--- config.mk ---
export PLATFORM = sky130hd
export DESIGN_NAME = rfid_manchester_decoder
export DESIGN_NICKNAME = d
export VERILOG_FILES = /design/src/rtl/rfid_manchester_decoder.sv
export SDC_FILE = /design/constraint.sdc
export NUM_CORES = 1
export LEC_CHECK = 0
export ABC_AREA = 0
export BUFFER_PORTS_ARGS = -buffer_cell sky130_fd_sc_hd__buf_4
export CAP_MARGIN = 25
export CORE_MARGIN = 2
export CORE_UTILIZATION = 62
export CTS_CLUSTER_DIAMETER = 50
export DETAILED_ROUTE_END_ITERATION = 10
export PLACE_DENSITY = 0.82
export SKIP_CTS_REPAIR_TIMING = 1
export SYNTH_ARGS = -nofsm -noshare
export SYNTH_HDL_FRONTEND = slang
export SYNTH_SLANG_ARGS = --single-unit
--- constraint.sdc ---
create_clock -name s00_axis_aclk -period 5.4 [get_ports s00_axis_aclk]
set_input_delay 0.81 -clock s00_axis_aclk [delete_from_list [all_inputs] [get_ports s00_axis_aclk]]
set_output_delay 0.81 -clock s00_axis_aclk [all_outputs]
set_load 0.01 [all_outputs]
--- src/rtl/rfid_manchester_decoder.sv ---
// ISO 14443-A PICC->PCD Manchester decoder.
// Consumes signed load-modulation samples, integrates energy per half-bit
// window, decodes SOF / data+odd parity / EOF, and emits decoded bytes on an
// 8-bit AXI-Stream master. Every byte is held pending for one byte time so that
// the frame's final byte can be tagged with tlast when EOF arrives.
module rfid_manchester_decoder #(
    parameter int C_S00_AXIS_TDATA_WIDTH = 32,
    parameter int SAMPLES_PER_HALF_BIT   = 16,
    parameter int SAMPLE_THRESH          = 1000,
    parameter int HALF_THRESH            = 8000
) (
    input  logic                              s00_axis_aclk,
    input  logic                              s00_axis_aresetn,
    input  logic                              s00_axis_tvalid,
    output logic                              s00_axis_tready,
    input  logic [C_S00_AXIS_TDATA_WIDTH-1:0] s00_axis_tdata,
    input  logic                              s00_axis_tlast,
    input  logic                              m00_axis_tready,
    output logic                              m00_axis_tvalid,
    output logic [7:0]                        m00_axis_tdata,
    output logic                              m00_axis_tuser,
    output logic                              m00_axis_tlast,
    output logic                              frame_err_out,
    output logic                              overflow_out
);
    localparam int W     = C_S00_AXIS_TDATA_WIDTH;
    localparam int CNT_W = $clog2(SAMPLES_PER_HALF_BIT);
    localparam int ACC_W = W + CNT_W;

    localparam logic [CNT_W-1:0] LAST_SMP = CNT_W'(SAMPLES_PER_HALF_BIT - 1);
    localparam logic [W-1:0]     SMP_T    = W'(SAMPLE_THRESH);
    localparam logic [ACC_W-1:0] HALF_T   = ACC_W'(HALF_THRESH);

    localparam logic [2:0] IDLE    = 3'd0;
    localparam logic [2:0] SOF_H1  = 3'd1;
    localparam logic [2:0] SOF_H2  = 3'd2;
    localparam logic [2:0] DATA_H1 = 3'd3;
    localparam logic [2:0] DATA_H2 = 3'd4;

    // Frame-level tlast on the input side carries no meaning for decoding.
    logic unused_tlast;
    assign unused_tlast = s00_axis_tlast;

    logic             tready_q;
    logic [2:0]       state_q, state_d;
    logic [ACC_W-1:0] acc_q, acc_d;
    logic [CNT_W-1:0] cnt_q, cnt_d;
    logic             h1_q, h1_d;
    logic [3:0]       bit_cnt_q, bit_cnt_d;
    logic [7:0]       shift_q, shift_d;
    logic             pend_vld_q, pend_vld_d;
    logic [7:0]       pend_data_q, pend_data_d;
    logic             pend_user_q, pend_user_d;
    logic             out_vld_q, out_vld_d;
    logic [7:0]       out_data_q, out_data_d;
    logic             out_user_q, out_user_d;
    logic             out_last_q, out_last_d;
    logic             ferr_q, ferr_d;
    logic             ovf_q, ovf_d;

    logic             beat;
    logic [W-1:0]     abs_x;
    logic [ACC_W-1:0] sum;
    logic             loaded;

    assign beat = s00_axis_tvalid & tready_q;

    // Magnitude of the sample; the most negative code saturates to max positive.
    always_comb begin
        abs_x = s00_axis_tdata;
        if (s00_axis_tdata == {1'b1, {(W-1){1'b0}}})
            abs_x = {1'b0, {(W-1){1'b1}}};
        else if (s00_axis_tdata[W-1])
            abs_x = -s00_axis_tdata;
    end

    assign sum    = acc_q + ACC_W'(abs_x);
    assign loaded = sum > HALF_T;

    // Window integration, Manchester FSM, pending byte and output register.
    always_comb begin
        logic       win_done;
        logic       bit_val;
        logic       push;
        logic [7:0] push_data;
        logic       push_user;
        logic       push_last;

        state_d     = state_q;
        acc_d       = acc_q;
        cnt_d       = cnt_q;
        h1_d        = h1_q;
        bit_cnt_d   = bit_cnt_q;
        shift_d     = shift_q;
        pend_vld_d  = pend_vld_q;
        pend_data_d = pend_data_q;
        pend_user_d = pend_user_q;
        ferr_d      = 1'b0;
        ovf_d       = ovf_q;
        win_done    = 1'b0;
        bit_val     = 1'b0;
        push        = 1'b0;
        push_data   = pend_data_q;
        push_user   = pend_user_q;
        push_last   = 1'b0;

        if (beat) begin
            if (state_q == IDLE) begin
                // The triggering sample is the first sample of the SOF window.
                if (abs_x > SMP_T) begin
                    acc_d   = ACC_W'(abs_x);
                    cnt_d   = CNT_W'(1);
                    state_d = SOF_H1;
                end
            end else if (cnt_q == LAST_SMP) begin
                acc_d    = '0;
                cnt_d    = '0;
                win_done = 1'b1;
            end else begin
                acc_d = sum;
                cnt_d = cnt_q + CNT_W'(1);
            end
        end

        if (win_done) begin
            case (state_q)
                SOF_H1: state_d = loaded ? SOF_H2 : IDLE;
                SOF_H2: begin
                    if (!loaded) begin
                        state_d   = DATA_H1;
                        bit_cnt_d = 4'd0;
                    end else begin
                        state_d = IDLE;
                    end
                end
                DATA_H1: begin
                    h1_d    = loaded;
                    state_d = DATA_H2;
                end
                DATA_H2: begin
                    if (h1_q != loaded) begin
                        // (1,0) is a one, (0,1) is a zero.
                        bit_val = h1_q;
                        state_d = DATA_H1;
                        if (bit_cnt_q == 4'd8) begin
                            // Odd parity expected: an even total count is an error.
                            if (pend_vld_q) push = 1'b1;
                            pend_vld_d  = 1'b1;
                            pend_data_d = shift_q;
                            pend_user_d = ~(^shift_q ^ bit_val);
                            bit_cnt_d   = 4'd0;
                        end else begin
                            shift_d[bit_cnt_q[2:0]] = bit_val;
                            bit_cnt_d = bit_cnt_q + 4'd1;
                        end
                    end else if (!h1_q) begin
                        // EOF: flush the pending byte as the last of the frame.
                        push       = pend_vld_q;
                        push_last  = 1'b1;
                        pend_vld_d = 1'b0;
                        ferr_d     = (bit_cnt_q != 4'd0);
                        state_d    = IDLE;
                    end else begin
                        ferr_d     = 1'b1;
                        pend_vld_d = 1'b0;
                        state_d    = IDLE;
                    end
                end
                default: state_d = IDLE;
            endcase
        end

        out_vld_d  = out_vld_q & ~m00_axis_tready;
        out_data_d = out_data_q;
        out_user_d = out_user_q;
        out_last_d = out_last_q;
        if (push) begin
            if (!out_vld_q || m00_axis_tready) begin
                out_vld_d  = 1'b1;
                out_data_d = push_data;
                out_user_d = push_user;
                out_last_d = push_last;
            end else begin
                ovf_d = 1'b1;
            end
        end
    end

    // State registers; reset drops everything including in-flight bytes.
    always_ff @(posedge s00_axis_aclk or negedge s00_axis_aresetn) begin
        if (!s00_axis_aresetn) begin
            tready_q    <= 1'b0;
            state_q     <= IDLE;
            acc_q       <= '0;
            cnt_q       <= '0;
            h1_q        <= 1'b0;
            bit_cnt_q   <= 4'd0;
            shift_q     <= 8'd0;
            pend_vld_q  <= 1'b0;
            pend_data_q <= 8'd0;
            pend_user_q <= 1'b0;
            out_vld_q   <= 1'b0;
            out_data_q  <= 8'd0;
            out_user_q  <= 1'b0;
            out_last_q  <= 1'b0;
            ferr_q      <= 1'b0;
            ovf_q       <= 1'b0;
        end else begin
            tready_q    <= 1'b1;
            state_q     <= state_d;
            acc_q       <= acc_d;
            cnt_q       <= cnt_d;
            h1_q        <= h1_d;
            bit_cnt_q   <= bit_cnt_d;
            shift_q     <= shift_d;
            pend_vld_q  <= pend_vld_d;
            pend_data_q <= pend_data_d;
            pend_user_q <= pend_user_d;
            out_vld_q   <= out_vld_d;
            out_data_q  <= out_data_d;
            out_user_q  <= out_user_d;
            out_last_q  <= out_last_d;
            ferr_q      <= ferr_d;
            ovf_q       <= ovf_d;
        end
    end

    assign s00_axis_tready = tready_q;
    assign m00_axis_tvalid = out_vld_q;
    assign m00_axis_tdata  = out_data_q;
    assign m00_axis_tuser  = out_user_q;
    assign m00_axis_tlast  = out_last_q;
    assign frame_err_out   = ferr_q;
    assign overflow_out    = ovf_q;
endmodule

==> results of run 1 <==
## logic make-up after synthesis
family                     count (synthesis)  synth area share (%)
and+or+nand+nor                          334                  24.0
AOI/OAI and AO/OA                        274                  25.1
DFF                                       80                  28.5
buffers and inverters                     68                  4.25
xor gates and xnor gates                  49                  6.10
adders and majority gates                 39                  7.04
muxes                                     32                  5.02
other                                      1                0.0533
## through the flow
step | hold slack (ps) | util, % | cells
after floorplan | 478 | - | 877
after global placement | 464 | 85.6 | 1265
after CTS | 334 | 88.4 | 1281
after detailed placement | 467 | 85.6 | 1265
## cell usage after synthesis (4+ instances only)
cell type	instances	area (µm²)
nand3_1	23	115
nor2_1	80	300
or3_1	10	62.6
a21oi_1	93	465
and3_1	10	62.6
dfrtp_1	80	2000
o211ai_1	8	60.1
o41ai_1	5	43.8
o21a_1	6	45.0
o31ai_1	9	67.6
nor4_1	12	75.1
nand4_1	17	106
inv_1	22	82.6
o21bai_1	6	45.0
xor2_1	17	149
nand2b_1	14	87.6
and2_1	5	31.3
a22oi_1	24	180
nor2b_1	7	43.8
mux2_2	26	293
a41oi_1	7	61.3
buf_6	5	56.3
buf_2	4	20.0
a211oi_1	14	105
a31oi_1	12	75.1
mux2i_1	6	60.1
a21o_1	4	30.0
xnor2_1	32	280
o21ai_0	48	240
ha_1	38	475
nand2_1	88	330
or2_2	6	37.5
or4_1	13	97.6
clkbuf_1	36	135
nor3_1	26	130
==> impl_metrics.ini, run 1 <==
[floorplan]
die_h_um = 111
start_util_pct = 64.3
placementRows = 38
die_w_um = 111
ios = 51

[yosys]
seq_area_frac_synth_pct = 28.5
postSynth.asyncResetShare_pct = 100
synth-main-ff-cell = dfrtp_1
syn-num-nets = 953
syn-instance-count = 877
synth_area_um2 = 7040
syn_area_per_cell_um2 = 8.02
ys_warn_count = 0
ys_types = 71
synth_edf_count = 0
synth_seq_cells = 80

[clock_network]
cts_buffers = 9
cts_root_buf = clkbuf_16
cts.sinks = 80
clockBufferDepth = 2
htree_levels = 3

[global_routing]
grt_start_max_net_pins = 66

[placed_design]
dpl_cell_area_um2 = 9360
place_ws_ps = -1270
port_buffers = 49
gp_congestion = 1.03
dp_hpwl_um = 20200

[timing]
worst-ep-kind = sequential cell input
crit_endpoint = m00_axis_tdata[7]$_DFFE_PN0P_/D

[status]
status = aborted with a tool error
stop_stage = 5_1_grt
tool.error = [ERROR DPL-0038] Utilization greater than 100%, impossible to legalize
==> inputs of run 2 (changes only) <==
Settings changed: CORE_UTILIZATION 62 to 40, CTS_CLUSTER_DIAMETER 50 to default, PLACE_DENSITY 0.82 to default, PLACE_DENSITY_LB_ADDON from default to 0.15.
==> impl_metrics.ini, run 2 <==
[yosys]
ys_warn_count = 0
syn-instance-count = 877
synth_xor_area_share_pct = 6.10
synth_area_um2 = 7040
yosys.area.top_type = dfrtp_1
syn_area_per_cell_um2 = 8.02
muxShareOfSynthArea_pct = 5.02
synth_top_cell_area_share_pct = 28.5
synth_compound_area_share_pct = 25.1
synth_edf_count = 0
postSynth.asyncResetShare_pct = 100
synth_seq_cells = 80
syn-num-nets = 953
yosys.area_share.simple_pct = 24.0
synth-main-ff-cell = dfrtp_1
ys_types = 71
seq_area_frac_synth_pct = 28.5
synthMostInstantiatedCell = a21oi_1
synth_top_family_by_area = compound AO/OA/AOI/OAI gates
synth_commonest_cells = a21oi_1 (93), nand2_1 (88), dfrtp_1 (80), nor2_1 (80), o21ai_0 (48)
synthAdderAreaFrac_pct = 7.04
synth_area_leaders = dfrtp_1 (28%), ha_1 (6.8%), a21oi_1 (6.6%), nand2_1 (4.7%), nor2_1 (4.3%)

[critical_path]
worstPathCellList = buf_6, or4_4, buf_6, nor4_4, nand3_2, buf_6, buf_4, nand2_1, ha_1, buf_4, a21o_1, buf_4, o21ai_0, nand2_1, xnor2_1, or4_4, nand4_1, or4b_4, and4b_2, ha_4, nand2_2, o2111a_2, nand2_4, mux2_4
r2r_end = m00_axis_tdata[5]$_DFFE_PN0P_
end_kind = register
crit-reg2reg-launch = acc_q[0]$_DFFE_PN0P_
cp_num_buf_inv = 6
regToRegSetupSlack_ps = 780
crit_required_ps = 5630
cp_slowest_cell = or4_4
critical_path.max_fanout = 7
critPathMaxStageDelay_ps = 550
startpoint_type = input port
rr_worst_depth = 18
cp.arrival_ps = 6190
crit_family = simple AND/OR/NAND/NOR gates
crit_type = input port to register

[timing]
slew_violations = 0
max_freq_mhz = 168
maxSlewHeadroom_pct = 49.3
rsz0062_at_grt = yes
whs_ps = 357
fin_crit_ps = 5970
fin_skew_ps = 11.4
hold_viol = 0
period_share_pct = 110
finalSetupViolations = 37
worst_pin_slew_ps = 760
finalWorstSetupSlack_ps = -565

[placed_design]
dp_hpwl_um = 18300
dp_cells = 1390
dpl_cell_area_um2 = 9770
port_buffers = 49
place_ws_ps = -1190
gp_congestion = 0.992

[detailed_routing]
first_pass_iters = 5
route.final.wire_length_um = 24200
vias = 8068
viasPerCell = 5.63
post_drt_wl_per_cell_um = 16.9
route.detailed.drc = 0
drtAntennaViolNets = 0
drtIter0Drc = 503

[layout]
regMostFlops = acc_q
largest_register_ffs = 36
drive_gt1_share_pct = 43.0
layout_common_cells = buf_4 (343), a21oi_1 (81), dfrtp_1 (80)
final_nets = 1278
fin_util_pct = 63.3
n_fill_cell = 1466
mostFrequentLayoutCell = buf_4
instances_no_fill = 1432
stdcell_area_um2 = 10900
area_growth_pct = 55.0
diodes = 0

[global_routing]
grt_overflow = 0
track_usage_pct = 25.2
grt_pass1_vias = 7202
grt_start_max_net_pins = 61
grt_first_pass_wirelength_um = 37200
antenna_found_initial = 0

[clock_network]
clock_latency_ps = 350
htree_levels = 3
cts_buffers = 9
clk_pin_slew_worst_paths_ps = 70
cts_tree = yes
cts_root_buf = clkbuf_16
cts.sinks = 80
clockBufferDepth = 2

[flow_run]
drv_cap = 0

[status]
status = finished with violations
violations = setup timing

[floorplan]
design.die.area_um2 = 18700
ios = 51
die_w_um = 137
fp.coreArea_um2 = 17200
placementRows = 48
start_util_pct = 40.8
die_h_um = 137

[power_and_ir_drop]
power_density_nw_per_um2 = 521
ir_drop_mv = 0.338
p_leak_nw = 4.90

[worst_hold_path]
hold_path_class = input port to asynchronous set/reset pin
## run 2: cell counts after synthesis
Identical to the previous run, type by type.
## run 2: area by class of cell
cell class | count | area, µm² | share of cell area (%)
clock buffer | 9 | 225 | 2.06
clock inverter | 7 | 86.3 | 0.792
inverter | 22 | 82.6 | 0.757
multi-input combinational | 730 | 5470 | 50.2
sequential | 80 | 2000 | 18.4
tap | 225 | 282 | 2.58
timing repair buffer | 359 | 2760 | 25.3
## run 2: kinds of logic (layout without fill, tap and decap cells)
| group | after synthesis | after routing |
|---|---|---|
| adder cells (fa/ha/maj) | 39 | 39 |
| AND/OR/NAND/NOR | 334 | 335 |
| flip-flops | 80 | 80 |
| AO/OA/AOI/OAI | 274 | 274 |
| other | 1 | 1 |
| XOR/XNOR | 49 | 49 |
| buffers and inverters | 68 | 397 |
| multiplexers | 32 | 32 |
## run 2: metal layers
metal | up-vias | global-route usage, % | wire length, µm
met5 | - | 0 | 0
met4 | 0 | 6.13 | 411
met3 | 30 | 2.33 | 1150
met2 | 225 | 38.9 | 10900
met1 | 3882 | 37.6 | 11700
li1 | 3931 | - | -
## run 2: where the power goes
group          total (mW)  switching (mW)  internal [mW]
logic                4.13            2.03           2.10
registers           0.899           0.145          0.755
clock network       0.657           0.286          0.370
total                5.69            2.46           3.22
## run 2: worst reg2reg max path, delay by kind of cell, from the launching register on
family / cells / cell delay (ps)
buffers and inverters: 2 / 320
AO/OA/AOI/OAI: 6 / 1150
AND/OR/NAND/NOR: 6 / 1560
adder cells (fa/ha/maj): 3 / 780
multiplexers: 1 / 310
flip-flops: 1 / 380
## run 2: worst max-delay path by stage
stage / slack (ps) / cells past startpoint / endpoint / start
CTS: -850 / 21 / m00_axis_tdata[0]$_DFFE_PN0P_ / s00_axis_tdata[14]
finish: -570 / 24 / m00_axis_tdata[5]$_DFFE_PN0P_ / s00_axis_tdata[15]
global route: -820 / 23 / m00_axis_tdata[6]$_DFFE_PN0P_ / s00_axis_tdata[9]
detailed placement: -1190 / 22 / m00_axis_tdata[0]$_DFFE_PN0P_ / s00_axis_tdata[14]
floorplan: -900 / 22 / m00_axis_tdata[1]$_DFFE_PN0P_ / s00_axis_tdata[14]
global placement: -1120 / 22 / m00_axis_tdata[6]$_DFFE_PN0P_ / s00_axis_tdata[14]
## run 2: stage by stage
step	setup TNS, ps	power (mW)
global route	-26390	6.10
global placement	-35170	4.53
CTS	-24610	5.23
finish	-16440	5.69
detailed placement	-37210	4.55
floorplan	-26220	2.75
No activity file was read; power rests on OpenSTA's default activity.
